`src/rtl/seq_divider_pkg.sv`:
```
// rtl/seq_divider_pkg.sv - shared types and constants for the sequential divider
package seq_divider_pkg;

    typedef enum logic [1:0] {
        IDLE = 2'd0,
        CALC = 2'd1,
        DONE = 2'd2
    } state_e;

    // Quotient pattern reported on divide-by-zero, sliced to WIDTH at use.
    localparam logic [63:0] ALL_ONES = '1;

    function automatic int cnt_width(input int w);
        return $clog2(w);
    endfunction

endpackage

```
`src/rtl/full_adder.sv`:
```
// rtl/full_adder.sv - single-bit full adder cell
module full_adder (
    input  logic a_i,
    input  logic b_i,
    input  logic cin_i,
    output logic sum_o,
    output logic cout_o
);

    assign sum_o  = a_i ^ b_i ^ cin_i;
    assign cout_o = (a_i & b_i) | (a_i & cin_i) | (b_i & cin_i);

endmodule

```
`src/rtl/ripple_subtractor.sv`:
```
// rtl/ripple_subtractor.sv - N-bit a - b as a + ~b + 1 over a full_adder chain
module ripple_subtractor #(
    parameter int N = 5
) (
    input  logic [N-1:0] a_i,
    input  logic [N-1:0] b_i,
    output logic [N-1:0] diff_o,
    output logic         borrow_o
);

    logic [N:0] carry;

    assign carry[0] = 1'b1;

    for (genvar i = 0; i < N; i++) begin : g_bit
        full_adder u_fa (
            .a_i    (a_i[i]),
            .b_i    (~b_i[i]),
            .cin_i  (carry[i]),
            .sum_o  (diff_o[i]),
            .cout_o (carry[i+1])
        );
    end

    assign borrow_o = ~carry[N];

endmodule

```
`src/rtl/seq_divider.sv`:
```
// rtl/seq_divider.sv - multi-cycle restoring divider, one quotient bit per clock
// Define SEQ_DIVIDER_SIGNED_EN for two's-complement truncating division.
module seq_divider
    import seq_divider_pkg::*;
#(
    parameter int WIDTH = 4
) (
    input  logic             clk,
    input  logic             reset,
    input  logic             start,
    input  logic [WIDTH-1:0] dividend,
    input  logic [WIDTH-1:0] divisor,
    output logic             busy,
    output logic             done,
    output logic [WIDTH-1:0] quotient,
    output logic [WIDTH-1:0] remainder,
    output logic             div_by_zero
);

    localparam int            CW   = cnt_width(WIDTH);
    localparam logic [CW-1:0] LAST = CW'(WIDTH - 1);

    state_e           state_q;
    logic [CW-1:0]    count_q;
    logic [WIDTH-1:0] rem_q, quo_q, dvs_q;
    logic [WIDTH-1:0] quotient_q, remainder_q;
    logic             busy_q, done_q, dbz_q;

    logic [WIDTH-1:0] rem_d, quo_d, q_fix, r_fix, dvd_mag, dvs_mag;
    logic [WIDTH:0]   trial_a, trial_diff;
    logic             trial_borrow, sub_msb_unused;

    // Shifted partial remainder picks up the next dividend bit from the quotient register.
    assign trial_a = {rem_q, quo_q[WIDTH-1]};

    ripple_subtractor #(.N(WIDTH + 1)) u_sub (
        .a_i      (trial_a),
        .b_i      ({1'b0, dvs_q}),
        .diff_o   (trial_diff),
        .borrow_o (trial_borrow)
    );

    assign sub_msb_unused = trial_diff[WIDTH];
    assign rem_d = trial_borrow ? trial_a[WIDTH-1:0] : trial_diff[WIDTH-1:0];
    assign quo_d = {quo_q[WIDTH-2:0], ~trial_borrow};

`ifdef SEQ_DIVIDER_SIGNED_EN
    logic qneg_q, rneg_q;

    // Magnitude of the most-negative value wraps to itself, which is the right unsigned magnitude.
    assign dvd_mag = dividend[WIDTH-1] ? -dividend : dividend;
    assign dvs_mag = divisor[WIDTH-1]  ? -divisor  : divisor;
    assign q_fix   = qneg_q ? -quo_d : quo_d;
    assign r_fix   = rneg_q ? -rem_d : rem_d;
`else
    assign dvd_mag = dividend;
    assign dvs_mag = divisor;
    assign q_fix   = quo_d;
    assign r_fix   = rem_d;
`endif

    always_ff @(posedge clk or posedge reset) begin
        if (reset) begin
            state_q     <= IDLE;
            count_q     <= '0;
            rem_q       <= '0;
            quo_q       <= '0;
            dvs_q       <= '0;
            quotient_q  <= '0;
            remainder_q <= '0;
            busy_q      <= 1'b0;
            done_q      <= 1'b0;
            dbz_q       <= 1'b0;
`ifdef SEQ_DIVIDER_SIGNED_EN
            qneg_q      <= 1'b0;
            rneg_q      <= 1'b0;
`endif
        end else begin
            done_q <= 1'b0;
            case (state_q)
                IDLE: begin
                    if (start) begin
                        busy_q <= 1'b1;
                        dbz_q  <= 1'b0;
                        dvs_q  <= dvs_mag;
`ifdef SEQ_DIVIDER_SIGNED_EN
                        qneg_q <= dividend[WIDTH-1] ^ divisor[WIDTH-1];
                        rneg_q <= dividend[WIDTH-1];
`endif
                        if (divisor == '0) begin
                            quotient_q  <= ALL_ONES[WIDTH-1:0];
                            remainder_q <= dividend;
                            dbz_q       <= 1'b1;
                            done_q      <= 1'b1;
                            state_q     <= DONE;
                        end else begin
                            rem_q   <= '0;
                            quo_q   <= dvd_mag;
                            count_q <= '0;
                            state_q <= CALC;
                        end
                    end
                end
                CALC: begin
                    rem_q   <= rem_d;
                    quo_q   <= quo_d;
                    count_q <= count_q + CW'(1);
                    if (count_q == LAST) begin
                        quotient_q  <= q_fix;
                        remainder_q <= r_fix;
                        done_q      <= 1'b1;
                        state_q     <= DONE;
                    end
                end
                DONE: begin
                    busy_q  <= 1'b0;
                    state_q <= IDLE;
                end
                default: begin
                    busy_q  <= 1'b0;
                    state_q <= IDLE;
                end
            endcase
        end
    end

    assign busy        = busy_q;
    assign done        = done_q;
    assign quotient    = quotient_q;
    assign remainder   = remainder_q;
    assign div_by_zero = dbz_q;

endmodule

```
`config.mk`:
```
export PLATFORM = sky130hd
export DESIGN_NAME = seq_divider
export DESIGN_NICKNAME = d
export VERILOG_FILES = /design/src/rtl/seq_divider_pkg.sv /design/src/rtl/full_adder.sv /design/src/rtl/ripple_subtractor.sv /design/src/rtl/seq_divider.sv
export SDC_FILE = /design/constraint.sdc
export NUM_CORES = 1
export LEC_CHECK = 0
export ABC_AREA = 0
export ABC_CLOCK_PERIOD_IN_PS = 4000
export BUFFER_PORTS_ARGS = -buffer_cell sky130_fd_sc_hd__buf_2
export CORE_AREA = 2 2 63 59
export CTS_BUF_LIST = sky130_fd_sc_hd__clkbuf_8 sky130_fd_sc_hd__clkbuf_16
export CTS_CLUSTER_DIAMETER = 120
export DETAILED_ROUTE_END_ITERATION = 10
export DIE_AREA = 0 0 65 61
export PLACE_DENSITY = 0.62
export SYNTH_ARGS = -nofsm -noshare
export SYNTH_HDL_FRONTEND = slang
export SYNTH_SLANG_ARGS = --single-unit
```
`constraint.sdc`:
```
create_clock -name clk -period 4 [get_ports clk]
set_input_delay 0.2 -clock clk [delete_from_list [all_inputs] [get_ports clk]]
set_output_delay 0.2 -clock clk [all_outputs]
set_load 0.01 [all_outputs]
```
==> summary.txt <==
Placement
  – Placed cells: approximately 190
  – Dpl hpwl: approximately 2.1 mm
  – DP Area: between 1000 and 1500 sq um
  – Place WS: around 1.5 ns
  – # port buffers: 21
  – GP Congestion: about 0.86

Routing
  – DRC: 0
  – Antenna-violating nets left: 0
  – Wire length per cell: 15.3 um
  – Via count: slightly above 1,000
  – Post-Route WL: 2.93 mm
  – DR vias/cell: roughly 5.3
  – 1st-iter DRT viols: 96
  – First-pass iteration count of the detailed router: 4

Layout
  – Cell Count, Final, Fillers Out: 191
  – Final net count: 164
  – P&R area growth vs syn: 14.0%
  – Commonest non-fill, non-tap cell in the layout: dfrtp_1
  – Design Area, Final: between 1500 and 2000 sq um
  – Fillcell total: around 320
  – Most frequent cells in the layout: dfrtp_1, buf_2, o21ai_0
  – Share of post-route cells with drive strength above 1: 0.218
  – Final antenna diode count: 0

Yosys
  – Synthesized area: ~1300 sq um
  – Async S/R FF share, synth: 1.00
  – Area leader, netlist: dfrtp_1
  – Sequential share of the synthesized area: 0.506
  – Syn_nets: around 140
  – YS warnings: 0
  – Top FF cell, synth: dfrtp_1
  – Yosys top cell area share: 0.506
  – Synth top area cells: dfrtp_1, fa_1, o21ai_0
  – Average cell area after synthesis: roughly 11 sq um
  – Number of synthesized flops with an enable pin: 0
  – Syn Inst Count: 126
  – Post-synth cell types: 35
  – Flops & latches, synth: 27

Die
  – Starting Density: 0.407
  – I/O pin cnt: 22
  – Chip height: a little over 60 um
  – # rows: 20
  – Die Wd: roughly 65 um
  – Core box area: approximately 3300 sq um
  – Die ar.: between 3000 and 4000 sq um

Flow run
  – Max Cap Viol: 0

CTS
  – Post-CTS Resized: 0
  – CTS tree: yes
  – CTS Buf Count: 3
  – CTS clk-pin slew, worst paths: around 0.11 ns
  – Hold_buf cts: 0
  – Setup bufs post-CTS: 0
  – Clock Tree Buf Depth: 2
  – Sink Count: 27
  – CTS H-tree lvls: 1
  – Clock root buffer master: clkbuf_8
  – Clk_lat worst skew: roughly 0.28 ns

Setup path
  – Crit path largest cell delay: approximately 0.45 ns
  – Critical Path Most Common Cell: inv_1
  – Cells along the critical path: inv_1 -> ha_1 -> inv_1 -> fa_1 -> inv_1 -> fa_1 -> inv_1 -> fa_1 -> or2_2 -> o211ai_1 -> a21bo_1
  – Worst Setup SP: quo_q[3]
  – CP endpoint kind: register
  – RR Endpoint: rem_q[0]
  – FF-to-FF path depth: 11
  – CP max-delay cell: fa_1
  – Crit Reg-Reg Startpoint: quo_q[3]
  – CP Class: register to register
  – CP Capture Point: rem_q[0]
  – Worst EP required: around 4.2 ns
  – Worst R2R Setup Slack: approximately 1.4 ns
  – Worst-path maximum fanout: 7
  – Critical path launch point type: register
  – WP data arrival: 2.77 ns

STA
  – Final worst path period need: 2.59 ns
  – Final hold slack: around 0.15 ns
  – Least-Margin Pin Slew: approximately 1.0 ns
  – Pins Over Slew Limit: 0
  – Worst Skew: between 0.01 and 0.015 ns
  – Final setup violation count: 0
  – Max-slew headroom: 0.320
  – Final WS setup: roughly 1.4 ns
  – Final period util: 0.646
  – RSZ-0062 raised after global routing: no
  – Final Hold Violating Endpoints: 0
  – F_max: 387 MHz
  – Setup TNS: 0 ns

Pwr
  – Maximum VDD drop: between 0.2 and 0.25 mV
  – PwrDens: 832 nW/um^2
  – Leak pwr: 0.000685 uW

Global routing
  – Number of global-route vias before repair: a little over 1,000
  – Initial antenna violation count: 0
  – Grt ovf: 0
  – Maximum number of pins on one net before global-route repair: 28
  – All-layer global routing usage: 0.174
  – First-pass GRT wire length: 5.17 mm

Run status
  – Status: finished clean

Min path
  – Worst Hold Class: input port to async pin
-- sequential cells by signal (all words and copies together), names as in the netlist --
name         flops
dvs_q            4
quo_q            4
remainder        4
rem_q            4
div_by_zero      1
quotient         4
state_q          2
busy             1
count_q          2
done             1
-- per-layer routing --
| metal | global-route usage | share of wire |
|---|---|---|
| met1 | 0.254 | 0.49 |
| met2 | 0.262 | 0.45 |
| met3 | 0.0223 | 0.049 |
| met4 | 0.0729 | 0.014 |
| met5 | 0 | 0 |
-- worst min-delay path by stage --
stage,startpoint,to,cells past startpoint
3_5_place_dp,div_by_zero,div_by_zero,2
4_1_cts,divisor[0],dvs_q[0],3
5_1_grt,divisor[0],dvs_q[0],3
2_1_floorplan,reset,busy,1
3_3_place_gp,divisor[0],dvs_q[0],3
6_report,reset,rem_q[0],2
-- cells in the mapped netlist (3+ instances only) --
| cell type | number |
|---|---|
| fa_1 | 3 |
| dfrtp_1 | 27 |
| clkbuf_1 | 3 |
| o211ai_1 | 4 |
| o21ai_0 | 12 |
| inv_1 | 11 |
| a31oi_1 | 5 |
| o22a_1 | 3 |
| a211oi_1 | 3 |
| o31ai_1 | 3 |
| nand2_1 | 11 |
| a21oi_1 | 3 |
| nor2_1 | 8 |
| nand3_1 | 4 |
-- per-stage QoR --
step | power (uW) | util
global route | 1390 | 0.464
CTS | 1270 | 0.464
global placement | 1090 | 0.449
finish | 1270 | 0.464
detailed placement | 1110 | 0.449
floorplan | 927 | -
-- layout make-up --
cell class              count  area [sq um]  share of cell area
well taps                  44          55.1              0.0362
flip-flops and latches     27           676               0.444
clock buffers               3          41.3              0.0271
repair buffers             21           105              0.0691
clock inverters             1          7.51             0.00493
multi-input cells          84           596               0.391
inverters                  11          41.3              0.0271
-- logic make-up (layout without fill, tap and decap cells) --
kind of cell             after synthesis  count (layout)  share of synthesized area
AO/OA/AOI/OAI                         43              43                      0.225
AND/OR/NAND/NOR                       35              35                      0.149
flip-flops                            27              27                      0.506
buffers and inverters                 15              36                     0.0478
adder cells (fa/ha/maj)                5               5                     0.0637
multiplexers                           1               1                    0.00843
-- worst max-delay path: cells and delay by family, from the launching register on --
kind	cells	cell delay [ns]
flops	1	0.41
buf+inv	4	0.23
compound gates	2	0.45
simple gates	1	0.32
fa+ha+maj	4	1.08
-- power breakdown --
group          leakage, uW  switching, uW  internal [uW]  total (uW)
registers         0.000320           90.8            398         489
logic             0.000343            353            261         614
clock network    0.0000217           92.9           70.8         164
Note: power is estimated with default switching activity, not from simulation.
